File: config.mk
export PLATFORM = sky130hd
export DESIGN_NAME = decode
export DESIGN_NICKNAME = d
export VERILOG_FILES = /design/src/rtl/decode.sv
export SDC_FILE = /design/constraint.sdc
export NUM_CORES = 2
export LEC_CHECK = 0
export CORE_UTILIZATION = 54
export CTS_BUF_LIST = sky130_fd_sc_hd__clkbuf_8
export CTS_CLUSTER_SIZE = 16
export DETAILED_ROUTE_END_ITERATION = 10
export MAX_ROUTING_LAYER = met4
export PLACE_DENSITY = 0.72
export SLEW_MARGIN = 40
export SYNTH_ARGS = -nofsm -noshare
export SYNTH_HDL_FRONTEND = slang
export SYNTH_SLANG_ARGS = --single-unit
File: constraint.sdc
create_clock -name clock -period 3.1 [get_ports clock]
set_input_delay 0.62 -clock clock [delete_from_list [all_inputs] [get_ports clock]]
set_output_delay 0.62 -clock clock [all_outputs]
set_load 0.02 [all_outputs]
File: src/rtl/decode.sv
// RV32I decode stage: field/immediate extraction, 32x32 register file with write-back bypass, load-use stall.
// Latency: one cycle from IF_ID to the registered ID_EX outputs.
// Backpressure: combinational stall holds fetch for one cycle on a load-use pair; flush from execute overrides it.
module decode #(
  parameter int unsigned DATA_W  = 32,
  parameter logic [6:0]  LOAD_OP = 7'b0000011
) (
  input  logic              clock,
  input  logic              reset,
  input  logic [63:0]       IF_ID,
  input  logic              if_valid,
  input  logic              flush,
  input  logic              wb_en,
  input  logic [4:0]        wb_addr,
  input  logic [DATA_W-1:0] wb_data,
  output logic              stall,
  output logic              id_valid,
  output logic [31:0]       id_pc,
  output logic [DATA_W-1:0] id_rs1_data,
  output logic [DATA_W-1:0] id_rs2_data,
  output logic [31:0]       id_imm,
  output logic [4:0]        id_rs1,
  output logic [4:0]        id_rs2,
  output logic [4:0]        id_rd,
  output logic [6:0]        id_opcode,
  output logic [2:0]        id_funct3,
  output logic [6:0]        id_funct7,
  output logic              id_mem_read
);

  localparam logic [6:0] OP_LOAD   = 7'b0000011;
  localparam logic [6:0] OP_IMM    = 7'b0010011;
  localparam logic [6:0] OP_JALR   = 7'b1100111;
  localparam logic [6:0] OP_STORE  = 7'b0100011;
  localparam logic [6:0] OP_BRANCH = 7'b1100011;
  localparam logic [6:0] OP_LUI    = 7'b0110111;
  localparam logic [6:0] OP_AUIPC  = 7'b0010111;
  localparam logic [6:0] OP_JAL    = 7'b1101111;

  logic [31:0] inst;
  logic [6:0]  opcode;
  logic [4:0]  rd, rs1, rs2;
  logic [2:0]  funct3;
  logic [6:0]  funct7;
  logic [31:0] imm;
  logic [DATA_W-1:0] rs1_data, rs2_data;
  logic [DATA_W-1:0] rf_q [32];

  logic              valid_q, valid_d;
  logic [31:0]       pc_q, pc_d;
  logic [DATA_W-1:0] rs1_data_q, rs1_data_d, rs2_data_q, rs2_data_d;
  logic [31:0]       imm_q, imm_d;
  logic [4:0]        rs1_q, rs1_d, rs2_q, rs2_d, rd_q, rd_d;
  logic [6:0]        opcode_q, opcode_d, funct7_q, funct7_d;
  logic [2:0]        funct3_q, funct3_d;
  logic              mem_read_q, mem_read_d;

  assign inst   = IF_ID[31:0];
  assign opcode = inst[6:0];
  assign rd     = inst[11:7];
  assign funct3 = inst[14:12];
  assign rs1    = inst[19:15];
  assign rs2    = inst[24:20];
  assign funct7 = inst[31:25];

  always_comb begin
    imm = '0;
    case (opcode)
      OP_LOAD, OP_IMM, OP_JALR: imm = {{20{inst[31]}}, inst[31:20]};
      OP_STORE:                 imm = {{20{inst[31]}}, inst[31:25], inst[11:7]};
      OP_BRANCH:                imm = {{19{inst[31]}}, inst[31], inst[7], inst[30:25], inst[11:8], 1'b0};
      OP_LUI, OP_AUIPC:         imm = {inst[31:12], 12'b0};
      OP_JAL:                   imm = {{11{inst[31]}}, inst[31], inst[19:12], inst[20], inst[30:21], 1'b0};
      default:                  imm = '0;
    endcase
  end

  // Write-back in the same cycle wins over the stored value so no extra hazard stall is needed.
  always_comb begin
    rs1_data = '0;
    rs2_data = '0;
    if (rs1 != 5'd0) rs1_data = (wb_en && wb_addr == rs1) ? wb_data : rf_q[rs1];
    if (rs2 != 5'd0) rs2_data = (wb_en && wb_addr == rs2) ? wb_data : rf_q[rs2];
  end

  assign stall = reset & if_valid & valid_q & mem_read_q & (rd_q != 5'd0) &
                 ((rd_q == rs1) | (rd_q == rs2)) & ~flush;

  always_ff @(posedge clock or negedge reset) begin
    if (!reset) begin
      for (int i = 0; i < 32; i++) rf_q[i] <= '0;
    end else if (wb_en && wb_addr != 5'd0) begin
      rf_q[wb_addr] <= wb_data;
    end
  end

  always_comb begin
    valid_d    = 1'b0;
    pc_d       = '0;
    rs1_data_d = '0;
    rs2_data_d = '0;
    imm_d      = '0;
    rs1_d      = '0;
    rs2_d      = '0;
    rd_d       = '0;
    opcode_d   = '0;
    funct3_d   = '0;
    funct7_d   = '0;
    mem_read_d = 1'b0;
    if (!flush && !stall && if_valid) begin
      valid_d    = 1'b1;
      pc_d       = IF_ID[63:32];
      rs1_data_d = rs1_data;
      rs2_data_d = rs2_data;
      imm_d      = imm;
      rs1_d      = rs1;
      rs2_d      = rs2;
      rd_d       = rd;
      opcode_d   = opcode;
      funct3_d   = funct3;
      funct7_d   = funct7;
      mem_read_d = (opcode == LOAD_OP);
    end
  end

  always_ff @(posedge clock or negedge reset) begin
    if (!reset) begin
      valid_q    <= 1'b0;
      pc_q       <= '0;
      rs1_data_q <= '0;
      rs2_data_q <= '0;
      imm_q      <= '0;
      rs1_q      <= '0;
      rs2_q      <= '0;
      rd_q       <= '0;
      opcode_q   <= '0;
      funct3_q   <= '0;
      funct7_q   <= '0;
      mem_read_q <= 1'b0;
    end else begin
      valid_q    <= valid_d;
      pc_q       <= pc_d;
      rs1_data_q <= rs1_data_d;
      rs2_data_q <= rs2_data_d;
      imm_q      <= imm_d;
      rs1_q      <= rs1_d;
      rs2_q      <= rs2_d;
      rd_q       <= rd_d;
      opcode_q   <= opcode_d;
      funct3_q   <= funct3_d;
      funct7_q   <= funct7_d;
      mem_read_q <= mem_read_d;
    end
  end

  assign id_valid    = valid_q;
  assign id_pc       = pc_q;
  assign id_rs1_data = rs1_data_q;
  assign id_rs2_data = rs2_data_q;
  assign id_imm      = imm_q;
  assign id_rs1      = rs1_q;
  assign id_rs2      = rs2_q;
  assign id_rd       = rd_q;
  assign id_opcode   = opcode_q;
  assign id_funct3   = funct3_q;
  assign id_funct7   = funct7_q;
  assign id_mem_read = mem_read_q;

endmodule

# Yosys cells after proc, flatten, opt, wreduce, memory -nomap -nowiden
# Cells that the tools add are included.
[totals]
mem_bits_rw = 0
output_inout_bits = 163
romBits = 0
elab_cells = 111
regBits = 1186
mem_count = 0
in_bits = 106
latch_bits = 0
[classes]
order_cmp = 4
bitwise_logic = 11
n_addsub = 0
div_mod_pow = 0
shifts = 0
n_mul = 0
n_eq_ne = 12
muxes = 26
n_reduce_logical = 14
[ops]
columns = ["op", "count"]
rows = [
  ["bitwise mux 1024 bit", 1],
  ["two-way mux 32 bit", 13],
  ["binary-select mux 32 bit (select 5 bit)", 2],
  ["demux 32 bit (select 5 bit)", 1],
  ["case mux 32 bit (5 select lines)", 1],
  ["equality test 7 bit (second input constant)", 3],
  ["equality test 5 bit", 4],
  ["nonzero test 5 bit", 4],
  [">= comparator 6 bit (second input constant)", 3],
  ["inverter 5 -> 6 bit", 3],
  ["two-way mux 5 bit", 3],
  ["equality test 7 x 5 -> 1 bit (second input constant)", 2],
  ["equality test 7 x 6 -> 1 bit (second input constant)", 2],
  ["two-way mux 7 bit", 2],
  ["equality test 7 x 2 -> 1 bit (second input constant)", 1],
  ["bitwise AND 1 bit", 6],
  ["logical AND 1 bit", 6],
  ["< comparator 6 x 1 -> 1 bit (second input constant)", 1],
  ["two-way mux 3 bit", 1],
  ["OR reduction 3 bit", 1],
  ["zero test 1 bit", 2],
  ["two-way mux 1 bit", 2],
  ["OR reduction 2 bit", 1],
  ["inverter 1 bit", 1],
  ["bitwise OR 1 bit", 1],
]

# Logic depth before layout (Yosys ltp)
[logic_depth]
word_depth = 10
mapped_depth = 9
mapped_depth_nobuf = 6

# Worst setup path before layout
# Ideal clock, no wire load.
[synth_path]
kind = "input to output"
from = "input IF_ID[22]"
to = "output stall"
required_ns = 2.480
path_stages = 5
slack_ns = 0.739
arrival_time_ns = 1.741
n_path_buf = 1
path_cell_list = "buf_2 xor2_1 nor3_1 a22oi_1 nor3_1"
[synth_between]
elab_chain_len = 4
[synth_lines]
columns = ["element", "line_no", "text"]
rows = [
  ["start: declaration", "10", "input logic [63:0] IF_ID,"],
  ["equality test 5 bit", "87", "((rd_q == rs1) | (rd_q == rs2)) & ~flush;"],
  ["bitwise OR 1 bit", "87", ""],
  ["bitwise AND 1 bit", "86", "assign stall = reset & if_valid & valid_q & mem_read_q & (rd_q != 5'd0) &"],
  ["bitwise AND 1 bit", "87", ""],
  ["end: declaration", "16", "output logic stall,"],
]
# No other way between the ends.

# Worst setup path after layout
[layout_path]
from = "register rd_q[1] (netlist: id_rd[1])"
to = "output stall"
[layout_between]
elab_chain_len = 4
elab_cells_between_ends = 7
cone_classes = "eq/ne (2); bitwise (4); reduce/logical (1)"
[layout_lines]
columns = ["element", "line_no", "text"]
rows = [
  ["start: declaration", "53", "logic [4:0] rs1_q, rs1_d, rs2_q, rs2_d, rd_q, rd_d;"],
  ["start signal: assignment", "148", "rd_q <= rd_d;"],
  ["equality test 5 bit or nonzero test 5 bit (tied branches)", "87, 86", ""],
  ["bitwise OR 1 bit or bitwise AND 1 bit (tied branches)", "87, 86", ""],
  ["bitwise AND 1 bit (*)", "86", ""],
  ["bitwise AND 1 bit (*)", "87", ""],
]
# Mark *: on every way between the ends. The rest lies on a longest branch, timed or not.

==> summary.md <==
| Metric | Value |
|---|---|
| Tcrit/Tclk final | 95.4% |
| GP Congestion | 0.887 |
| Top-area cell type share of the netlist area | 49.0% |
| Routed vias | 40,700 |
| Clk pwr share | ~34% |
| Sw Pwr | 11.9 mW |
| Die Ht | 337 µm |
| Most numerous cell in the Yosys netlist | dfrtp_1 |
| Top area cells in the synthesized netlist | dfrtp_1 (49%), mux2_2 (20%), mux4_2 (15%), mux2i_1 (2.8%), clkbuf_1 (1.4%) |
| Setup CP Type | flop to output pin |
| Final WS setup | about 0.14 ns |
| Vias in the first global route | just over 40,000 |
| Layout cells sized above 1 | 46.9% |
| Critical path arrival | 2.34 ns |
| Max stage delay on crit path | 0.56 ns |
| Depth of the worst register-to-register path | 6 |
| Number of synthesized flops with an enable pin | 0 |
| Die area | 0.113 mm² |
| Startpoint Class | flop |
| FFs w/ async S/R, synth | 100% |
| Row Count | 122 |
| RSZ-0062 raised after global routing | false |
| VDD IR max | 0.417 mV |
| Final Slew Violations | 0 |
| HP Class | input port to flop |
| Status | complete, no violations |
| Synth Warn # | 0 |
| Area of the core | about 0.11 mm² |
| Largest net degree at the start of global routing | 157 |
| Cells after Synth | between 4,000 and 5,000 |
| Clock latency on the worst-skew pair | 0.91 ns |
| Hold Path Depth | 4 |
| CTS buffer count | 196 |
| Setup TNS | 0 ns |
| Worst Path Buf+Inv | 1 |
| Top cell type by total area after synthesis | dfrtp_1 |
| Leakage power | 30.9 nW |
| I/O Pins | about 270 |
| Top Family by Delay on Critical Path | simple AND/OR/NAND/NOR gates |
| Post-DP HPWL | 115 mm |
| Final Instance Count excl. Fillers | 6,124 |
| Layout Utilization | 63.7% |
| Pre-CTS setup slack | -0.188 ns |
| Switching Fraction | between 20 and 30% |
| Seq cells post-synth | 1,186 |
| 1st-iter DRT viols | 4,057 |
| Gate power share | between 10% and 20% |
| CP max stage cell | or4_1 |
| Fin. Hold Viols | 0 |
| MaxCap Viol Count | 0 |
| Root Buffer | clkbuf_8 |
| Cell variety after synth | 50 |
| Predominant post-synthesis flop cell | dfrtp_1 |
| WL final | 185 mm |
| Worst hold slack | 0.221 ns |
| Post-synthesis sequential area ratio | 49.0% |
| Setup Viol. Count Final | 0 |
| Post-placement cell count | 5,751 |
| Critical path required time | 2.48 ns |
| GRT Util Overall | between 30% and 40% |
| Wire per inst | 30.2 µm |
| Residual DRC count | 0 |
| Worst path cell trace | or4_1 -> o21ai_2 -> nor3_2 -> buf_4 |
| Power share of the sequential group | a little under half |
| Port Buf Inserts | 268 |
| Min Tclk post-route | roughly 3 ns |
| Initial antenna violation count | 6 |
| Final Skew | 0.0719 ns |
| CTS tree | done |
| Vias per cell | 6.64 |
| Relative slew slack | 48.4% |
| Net Count, Synth | between 4,000 and 5,000 |
| Internal power | 31.2 mW |
| Final #Nets | 4,571 |
| Slew @ Worst Pin | a little under 0.8 ns |
| Area grow syn2layout | 16.8% |
| Reg2Reg Setup Slack | a little over 0.7 ns |
| Max FO, Critical Path | 4 |
| First-pass GRT wire length | 276 mm |
| CTS max path bufs | 3 |
| Post-synth top cells | dfrtp_1 (1,186), mux2_2 (1,086), mux4_2 (414) |
| Synthesized area | 0.0605 mm² |
| F_max | 0.338 GHz |
| Initial Util | 54.6% |
| CTS clock-pin slew for the worst setup and hold paths | approximately 0.060 ns |
| Post-Syn Area per Cell | 14.5 µm² |
| Design Area, Final | 0.0707 mm² |
| CTS H-Tree Depth | 4 |
| ANT nets after route | 0 |
| Remaining Overflow, GRT | 0 |
| Power Total | 43.1 mW |
| PD cells | 610 mW/mm² |
| CP Depth | 4 |
| Chip Width | 337 µm |
| TritonCTS Sinks | 1,186 |
| Placed Area | 0.0664 mm² |
| Drt pass-1 iters | 5 |
| Worst setup EP type | output pin |
[cell families (layout without fill, tap and decap cells)]
| group | after synthesis | after routing | share of synthesized area [%] |
|---|---|---|---|
| xor+xnor | 20 | 20 | 0.289 |
| mux | 1669 | 1669 | 38.4 |
| simple gates | 460 | 460 | 4.04 |
| other cells | 0 | 7 | 0 |
| flops | 1186 | 1186 | 49.0 |
| compound gates | 361 | 361 | 4.50 |
| buf+inv | 477 | 933 | 3.75 |
[worst reg2reg max path: stages (launching register included)]
cell and delay (ns):
dfrtp_2 0.44, or4_1 0.56, o21ai_2 0.19, buf_4 0.15
o21ai_4 0.07, buf_4 0.25, nor4_1 0.54
[placed cells by master (no fill, tap or decap), types with 5 or more instances in the layout]
cell type / n
buf_8: 5
clkdlybuf4s50_1: 258
and3_1: 8
buf_4: 209
xor2_1: 18
buf_12: 85
clkinv_2: 24
mux4_2: 414
nor3_1: 35
nor2b_1: 66
o221ai_1: 31
mux2_2: 1086
and2_1: 63
nor2_4: 17
clkinvlp_4: 5
inv_1: 66
nand2_1: 30
a22oi_1: 67
nand2_2: 18
o22ai_1: 62
nor4_1: 63
diode_2: 7
a211oi_1: 96
nor2_1: 110
nor3b_1: 6
bufinv_16: 7
clkbuf_8: 256
nand2b_2: 5
dfrtp_1: 1184
a21oi_1: 26
a221o_1: 31
mux2i_1: 169
o41ai_1: 31
[flip-flops by register name (all words and copies together) (netlist names)]
signal	cells
id_imm	32
id_pc	32
id_funct3	3
id_rs1_data	32
id_opcode	7
id_valid	1
id_funct7	7
id_mem_read	1
id_rd	5
rf_q	1024
id_rs2	5
id_rs2_data	32
id_rs1	5
[power by group through the flow]
stage | logic [mW] | registers, mW | clock network, mW
3_5_place_dp | 8.43 | 20.2 | 0
4_1_cts | 8.47 | 19.9 | 14.8
2_1_floorplan | 6.10 | 19.6 | 0
3_3_place_gp | 8.23 | 20.0 | 0
6_report | 8.47 | 20.0 | 14.6
5_1_grt | 9.04 | 20.3 | 15.5
[final timing paths]
path,start,end
setup / recovery,id_rd[1]$_DFF_PN0_,stall
hold / removal,IF_ID[17],id_imm[17]$_DFF_PN0_
setup reg to reg,id_rd[1]$_DFF_PN0_,id_rs2_data[19]$_DFF_PN0_
hold reg to reg,rf_q[994]$_DFFE_PN0P_,rf_q[994]$_DFFE_PN0P_
max in group asynchronous,reset,rf_q[813]$_DFFE_PN0P_
min in group asynchronous,reset,id_pc[1]$_DFF_PN0_
[metal layers]
layer | vias to the layer above | share of wire [%] | global-route usage (%) | wire length (µm)
li1 | 16600 | - | - | -
met1 | 21600 | 41 | 46.1 | 75100
met2 | 2005 | 46 | 50.7 | 85900
met3 | 499 | 8.9 | 7.80 | 16500
met4 | 0 | 4.2 | 13.9 | 7780
met5 | - | 0 | - | 0
[area by class of cell]
class	count	area (µm²)
diodes	7	17.5
clock buffers	256	3520
clock inverters	106	704
fillers	8249	40300
inverters	4	15.0
multi-input cells	2510	28800
flip-flops and latches	1186	29700
well taps	1488	1860
repair buffers	567	6080
[what timing repair did]
item / 4_1_cts / 5_1_grt
resized for setup: 6 / 3
setup endpoints to repair: 1 / 1
hold buffers: 1 / 0
hold endpoints to repair: 202 / 0
pin swaps: 1 / 1
setup buffers: 2 / 0
cloned: 0 / 0
Note: power is estimated with default switching activity, not from simulation.
